--- src/rtl/mem_arbiter.sv ---
// Two-port (fetch/data) arbiter onto one single-port synchronous-read memory with a req/gnt/rvalid handshake.
// Build option ARB_RR_EN: round-robin arbitration replaces data priority plus the fetch starvation guard.
module mem_arbiter #(
  parameter int MEM_WORDS = 32768,
  parameter int MAX_WAIT  = 4
) (
  input  logic        clk,
  input  logic        reset_n,
  input  logic        i_req,
  input  logic [31:0] i_addr,
  output logic        i_gnt,
  output logic        i_rvalid,
  output logic [31:0] i_rdata,
  output logic        i_err,
  input  logic        d_req,
  input  logic [31:0] d_addr,
  input  logic [3:0]  d_wstrb,
  input  logic [31:0] d_wdata,
  output logic        d_gnt,
  output logic        d_rvalid,
  output logic [31:0] d_rdata,
  output logic        d_err,
  output logic        m_en,
  output logic [14:0] m_addr,
  output logic [3:0]  m_wstrb,
  output logic [31:0] m_wdata,
  input  logic [31:0] m_rdata
);

  // Handshake: a port holds req until it sees gnt in the same cycle; the matching
  // rvalid (with rdata/err) follows exactly one cycle after that gnt.
  localparam logic [32:0] ADDR_LIMIT = 33'(MEM_WORDS) << 2;

  logic        grant_i, grant_d, any_gnt;
  logic [31:0] sel_addr;
  logic        sel_write, in_range;

  // Response tag: NONE when tag_valid is 0; tag_port 1 means data port.
  logic tag_valid, tag_port, tag_write, tag_err;

`ifdef ARB_RR_EN
  logic last_gnt;
`else
  localparam logic [3:0] MAX_W = 4'(MAX_WAIT);
  logic [3:0] wait_cnt;
`endif

  always_comb begin
    grant_i = 1'b0;
    grant_d = 1'b0;
    if (reset_n) begin
      if (i_req && d_req) begin
`ifdef ARB_RR_EN
        if (last_gnt) grant_i = 1'b1;
        else          grant_d = 1'b1;
`else
        if (wait_cnt == MAX_W) grant_i = 1'b1;
        else                   grant_d = 1'b1;
`endif
      end else begin
        grant_i = i_req;
        grant_d = d_req;
      end
    end
  end

  assign any_gnt   = grant_i | grant_d;
  assign sel_addr  = grant_d ? d_addr : i_addr;
  assign sel_write = grant_d && (d_wstrb != 4'd0);
  assign in_range  = {1'b0, sel_addr} < ADDR_LIMIT;

  assign i_gnt   = grant_i;
  assign d_gnt   = grant_d;
  assign m_en    = any_gnt && in_range;
  assign m_addr  = m_en ? sel_addr[16:2] : 15'd0;
  assign m_wstrb = (m_en && grant_d) ? d_wstrb : 4'd0;
  assign m_wdata = (m_en && grant_d) ? d_wdata : 32'd0;

`ifdef ARB_RR_EN
  always_ff @(posedge clk or negedge reset_n) begin
    if (!reset_n)     last_gnt <= 1'b1;
    else if (any_gnt) last_gnt <= grant_d;
  end
`else
  // Counts cycles a fetch has been refused; saturates so the force-grant condition holds.
  always_ff @(posedge clk or negedge reset_n) begin
    if (!reset_n)                 wait_cnt <= 4'd0;
    else if (i_req && !grant_i)   wait_cnt <= (wait_cnt == MAX_W) ? wait_cnt : wait_cnt + 4'd1;
    else                          wait_cnt <= 4'd0;
  end
`endif

  always_ff @(posedge clk or negedge reset_n) begin
    if (!reset_n) begin
      tag_valid <= 1'b0;
      tag_port  <= 1'b0;
      tag_write <= 1'b0;
      tag_err   <= 1'b0;
    end else begin
      tag_valid <= any_gnt;
      tag_port  <= grant_d;
      tag_write <= sel_write;
      tag_err   <= any_gnt && !in_range;
    end
  end

  logic        rd_ok;
  assign rd_ok = tag_valid && !tag_write && !tag_err;

  assign i_rvalid = tag_valid && !tag_port;
  assign d_rvalid = tag_valid &&  tag_port;
  assign i_err    = i_rvalid && tag_err;
  assign d_err    = d_rvalid && tag_err;
  assign i_rdata  = (i_rvalid && rd_ok) ? m_rdata : 32'd0;
  assign d_rdata  = (d_rvalid && rd_ok) ? m_rdata : 32'd0;

endmodule

--- config.mk ---
export PLATFORM = sky130hd
export DESIGN_NAME = mem_arbiter
export DESIGN_NICKNAME = d
export VERILOG_FILES = /design/src/rtl/mem_arbiter.sv
export SDC_FILE = /design/constraint.sdc
export NUM_CORES = 1
export LEC_CHECK = 0
export ABC_AREA = 1
export BUFFER_PORTS_ARGS = -buffer_cell sky130_fd_sc_hd__buf_2
export CORE_AREA = 5 5 97 99
export CTS_BUF_LIST = sky130_fd_sc_hd__clkbuf_4
export DETAILED_ROUTE_END_ITERATION = 7
export DIE_AREA = 0 0 102 104
export PLACE_DENSITY = 0.68
export SYNTH_ARGS = -nofsm -noshare
export SYNTH_HDL_FRONTEND = slang
export SYNTH_SLANG_ARGS = --single-unit
--- constraint.sdc ---
create_clock -name clk -period 4.3 [get_ports clk]
set_input_delay 0.43 -clock clk [delete_from_list [all_inputs] [get_ports clk]]
set_output_delay 0.43 -clock clk [all_outputs]
set_load 0.005 [all_outputs]
==> reports/qor.csv, run 1 <==
metric;value;unit
outcome;completed;
final non-filler cell total;691;
Vias;2644;
I/O pin cnt;258;
Final HPWL DP;6.95;mm
Setup TNS Final;0;ns
Reg-to-Reg End;tag_err;
R2R Setup Slk;2.28;ns
RSZ-0062 raised after global routing;false;
CP Launch Type;flop;
WP data arrival;2.52;ns
die footprint;0.0106;mm2
vias per cell;3.83;
H-tree levels;1;
Max Slew Vio Count;0;
Syn. warnings;0;
maxcap violations;0;
initial core utilization;0.187;
1st-pass router iterations;4;
Worst Reg-to-Reg Cells;8;
Critical Path RT;3.87;ns
synthesized instance count;339;
Num CTS Buffers;3;
antenna diode count;0;
FP Rows;34;
Syn Area/Cell;4.67;um2
dpl cells;688;
syn nets;477;
worst r2r src;wait_cnt[0];
total track usage;0.133;
CP endpoint kind;primary output;
pwr dens;105;mW/mm2
initial antenna violation count;0;
1st-iter DRT viols;102;
Synth Cell Area;0.00158;mm2
CP Class;reg -> out;
DRC Markers;0;
Hold Crit Class;in -> async;
Die X;102;um
clock root buffer;clkbuf_4;
post-synthesis sequential area ratio;0.127;
vias in the first global route;2516;
final setup vio count;0;
GP Congestion;0.787;
Final Critical Period;2.95;ns
WL/cell;11.3;um
CP max stage delay;0.55;ns
post-route cell area;0.00294;mm2
Sink Count;8;
FF+latch count, synth;8;
total grt overflow;0;
hold buffer count at CTS;0;
largest net degree at the start of global routing;38;
Max VDD drop;0.0000654;V
CTS tree;yes;
CP max stage cell;nand3_2;
Core Region;0.00847;mm2
worst slew pin tran;0.994;ns
CTS clock-pin slew for the worst setup and hold paths;0.05;ns
Clock Latency Late Sink;0.26;ns
Fin. Hold Viols;0;
CTS resizes;0;
leakage;2.30;nW
Final nets;723;
Placed Area;0.00292;mm2
CP Cell Sequence;inv_1 > ha_1 > nand3_2 > nor2_1 > nor2_2 > nand3_2 > nand2_2 > nand2_4 > nor2_1 > buf_2;
DRT antenna net count;0;
clk buf depth;2;
fin crit share;0.685;
Worst Clk Skew;0.00659;ns
library cells used by synthesis;23;
Critical Path Fanout Max;37;
synth-to-layout area growth;86.2;%
slew margin rel.;0.336;
final WL;7.79;mm
IO Port Bufs;253;
Max Freq;339;MHz
share of cells above drive strength 1;0.477;
first-pass GRT wire length;11.6;mm
Die H;104;um
total setup buffers inserted after CTS;0;
[Yosys cell counts, drive strengths merged]
| library cell | count | area share |
|---|---|---|
| nor2 | 136 | 0.34 |
| inv | 88 | 0.21 |
| nand2 | 68 | 0.18 |
| clkinv | 8 | 0.019 |
| dfrtp | 8 | 0.13 |
| buf | 6 | 0.025 |
| clkbuf | 6 | 0.014 |
| nand3 | 5 | 0.025 |
| a21oi | 4 | 0.013 |
| nor3 | 4 | 0.013 |
| ha | 2 | 0.016 |
| a41oi | 1 | 0.0055 |
| o21bai | 1 | 0.0047 |
| xnor2 | 1 | 0.0055 |
| xor2 | 1 | 0.0055 |
[cell usage in the layout, fill, tap and decap left out, drive strengths merged]
master / Yosys / routed
a41oi: 1 / 1
clkinv: 8 / 8
xnor2: 1 / 1
nor2: 136 / 136
dfrtp: 8 / 8
buf: 6 / 253
nand2: 68 / 68
nand3: 5 / 5
o21bai: 1 / 1
ha: 2 / 2
clkbuf: 6 / 3
a21oi: 4 / 4
xor2: 1 / 1
nor3: 4 / 4
inv: 88 / 88
[power breakdown]
group	internal (mW)	switching, mW	total [mW]
Combinational	0.0791	0.0852	0.164
Sequential	0.0817	0.00569	0.0874
Clock	0.0319	0.0251	0.0570
Total	0.193	0.116	0.309
[final cells by class]
cell class / count / area, um2
inverter: 96 / 360
fill: 994 / 5520
tap: 108 / 135
multi-input combinational: 223 / 960
clock buffer: 3 / 22.5
timing repair buffer: 253 / 1270
sequential: 8 / 200
[routing by layer]
layer | up-vias | wire, um | GRT usage | share of wire
li1 | 1420 | - | - | -
met1 | 1060 | 2970 | 0.149 | 0.38
met2 | 152 | 3690 | 0.245 | 0.47
met3 | 12 | 989 | 0.0382 | 0.13
met4 | 0 | 140 | 0.0272 | 0.018
met5 | - | 0 | 0 | 0
[how the worst max path moves through the flow]
stage                      from         end  slack [ns]  cells after the start
floorplan           wait_cnt[0]  m_addr[11]        2.39                     12
CTS                 wait_cnt[0]   m_addr[0]        1.28                     10
global route        wait_cnt[0]  m_addr[14]        1.02                     10
finish              wait_cnt[0]   m_addr[0]        1.35                     10
detailed placement      reset_n   m_addr[0]        1.40                     10
global placement        reset_n   m_addr[0]        1.44                     10
[worst max-delay path, delay by kind of cell, from the launching register on]
| family | cells | cell delay (ns) |
|---|---|---|
| and+or+nand+nor | 7 | 1.44 |
| buffers and inverters | 2 | 0.19 |
| DFF | 1 | 0.38 |
| adders and majority gates | 1 | 0.23 |
[cell families after synthesis]
group           count (synthesis)  share of synthesized area
compound gates                  6                     0.0229
xor+xnor                        2                     0.0111
fa+ha+maj                       2                     0.0158
buf+inv                       108                      0.267
flops                           8                      0.127
simple gates                  213                      0.557
[state kept, by name, indices dropped and copies added, names as in the netlist]
register	flops
tag_err	1
tag_port	1
tag_write	1
tag_valid	1
wait_cnt	4
[per-stage QoR]
| stage | hold WS [ns] | power (mW) | setup slack, ns | util |
|---|---|---|---|---|
| 5_1_grt | 0.0190 | 0.341 | 1.02 | 0.348 |
| 3_5_place_dp | 0.291 | 0.255 | 1.40 | 0.345 |
| 4_1_cts | 0.0128 | 0.314 | 1.28 | 0.348 |
| 3_3_place_gp | 0.293 | 0.253 | 1.44 | 0.345 |
| 6_report | 0.0149 | 0.309 | 1.35 | 0.348 |
| 2_1_floorplan | 0.134 | 0.164 | 2.39 | - |
Note: power is estimated with default switching activity, not from simulation.
==> inputs of run 2 (changes only) <==
- PLACE_DENSITY: 0.68 -> 0.7
- clock period: 4.3 -> 2.7 ns (I/O delays scaled with it)
==> reports/qor.csv, run 2 (same netlist as run 1, synthesis figures left out) <==
metric;value;unit;change
Top reg by flops;wait_cnt;;
Die X;102;um;unchanged
CTS clock-pin slew for the worst setup and hold paths;0.06;ns;about the same
Hold Crit Class;in -> reg;;
die footprint;0.0106;mm2;unchanged
Final nets;727;;+0.55%
total grt overflow;0;;unchanged
Fin. Hold Viols;0;;unchanged
initial core utilization;0.187;;unchanged
Max Freq;419;MHz;
CP Cell Sequence;dlygate4sd3_1 > buf_2 > nand2_1 > clkinv_1 > nand3_1 > nor2_2 > nand3_2 > buf_4 > nor2_1 > buf_2;;
synth-to-layout area growth;88.2;%;
Num CTS Buffers;3;;unchanged
Worst Reg-to-Reg Cells;9;;+1
Worst Clk Skew;0.00655;ns;-0.0000410 ns
Vias;2625;;-0.72%
total setup buffers inserted after CTS;0;;unchanged
DRT antenna net count;0;;unchanged
final non-filler cell total;695;;+0.58%
leakage;2.32;nW;+0.73%
WP data arrival;2.12;ns;-0.40 ns
share of cells above drive strength 1;0.479;;+0.00186
highest-count cells in the layout ignoring fill and taps;253 x buf_2, 125 x nor2_1, 85 x inv_1;;
Max VDD drop;0.0000746;V;+14%
pwr dens;166;mW/mm2;+58%
DRC Markers;0;;unchanged
FP Rows;34;;unchanged
worst r2r src;wait_cnt[0];;
final setup vio count;0;;unchanged
CTS resizes;0;;unchanged
met2 wire len;3.68;mm;-0.11%
CP Launch Type;input port;;
final WL;7.55;mm;-3.1%
highest routed layer;met4;;
Die H;104;um;unchanged
most common cell after layout, fill and taps aside;buf_2;;
metal3 WL;960;um;-2.9%
Worst Path Buf+Inv;5;;+3
total track usage;0.128;;-0.00561
maxcap violations;0;;unchanged
vias per cell;3.78;;-1.3%
Core Region;0.00847;mm2;unchanged
Critical Path RT;2.43;ns;-1.44 ns
WL/cell;10.9;um;-3.6%
largest net degree at the start of global routing;37;;-2.6%
vias in the first global route;2400;;-4.6%
slew margin rel.;0.773;;+0.437
dpl cells;691;;+0.44%
Register Area;200;um2;unchanged
antenna diode count;0;;unchanged
hold-critical path depth;3;;
Setup TNS Final;0;ns;unchanged
most frequent cell on the critical path;buf_2;;
R2R Setup Slk;1.13;ns;-1.15 ns
CP max stage delay;0.52;ns;-0.03 ns
clk buf depth;2;;unchanged
first-pass GRT wire length;11.1;mm;-4.2%
H-tree levels;1;;unchanged
Crit path max-delay family;buffers and inverters;;
CTS tree;yes;;
1st-pass router iterations;4;;unchanged
CP Class;in -> out;;
Max Slew Vio Count;0;;unchanged
Sink Count;8;;unchanged
Reg-to-Reg End;tag_err;;
wire length on met1;2.79;mm;-6.1%
RSZ-0062 raised after global routing;false;;
hold buffer count at CTS;1;;+1
initial antenna violation count;0;;unchanged
outcome;completed;;
# fillers;992;;-0.20%
worst slew pin tran;0.337;ns;-0.656 ns
Final HPWL DP;6.70;mm;-3.6%
CP max stage cell;dlygate4sd3_1;;
hold wc startpoint;i_req;;
clock root buffer;clkbuf_4;;
max FFs per register;4;;unchanged
Critical Path Fanout Max;36;;-2.7%
fin crit share;0.884;;
Min-Delay Endpoint;wait_cnt[2];;
GP Congestion;0.782;;-0.58%
Final Critical Period;2.39;ns;
IO Port Bufs;253;;unchanged
Power Total;0.495;mW;+60%
I/O pin cnt;258;;unchanged
1st-iter DRT viols;74;;-27%
multi-input combinational cell area;960;um2;unchanged
Clock Latency Late Sink;0.26;ns;about the same
CP endpoint kind;primary output;;
run 2: changes by cell type in the layout (fill, tap and decap cells not counted), sizes merged:
cell | before | now
dlygate4sd3 | 0 | 1
buf | 253 | 256
run 2: area by class of cell:
type                    count  area share
clock buffers               3     0.00757
inverters                  96       0.121
multi-input cells         223       0.322
flip-flops and latches      8      0.0673
well taps                 108      0.0454
repair buffers            257       0.436
run 2: per-stage QoR:
| stage | area, um2 | setup WS [ns] | hold slack, ns | utilization |
|---|---|---|---|---|
| 6_report | 2980 | 0.313 | 0.351 | 0.352 |
| 5_1_grt | 2980 | 0.0491 | 0.379 | 0.352 |
| 4_1_cts | 2980 | 0.246 | 0.346 | 0.352 |
| 3_5_place_dp | 2940 | 0.630 | 0.132 | 0.348 |
| 3_3_place_gp | 2940 | 0.628 | 0.131 | 0.348 |
| 2_1_floorplan | 1580 | 0.945 | -0.0256 | - |
run 2: worst register-to-register path: cells and delay by family (launching register included):
family	cells	cell delay, ns
AOI/OAI and AO/OA	1	0.05
DFF	1	0.41
buffers and inverters	1	0.08
and+or+nand+nor	6	0.70
adders and majority gates	1	0.20
run 2: routing by layer:
metal  vias up  GRT usage
met1      1052      0.140
li1       1426          -
met5         -          0
met3         8     0.0262
met4         0     0.0375
met2       139      0.240
run 2: power by group:
group          switching (mW)  internal, mW  total (mW)
Sequential            0.00939         0.130       0.139
Clock                  0.0421        0.0510      0.0931
Combinational           0.134         0.128       0.262
run 2: worst max-delay path by stage:
stage	start	endpoint	slack, ns	depth (start not counted)
final	reset_n	m_wdata[0]	0.31	10
after global routing	reset_n	m_wdata[0]	0.05	10
after CTS	reset_n	m_wdata[0]	0.25	10
after detailed placement	wait_cnt[0]	m_addr[13]	0.63	11
after global placement	wait_cnt[0]	m_addr[12]	0.63	12
after floorplan	wait_cnt[0]	m_addr[11]	0.95	12
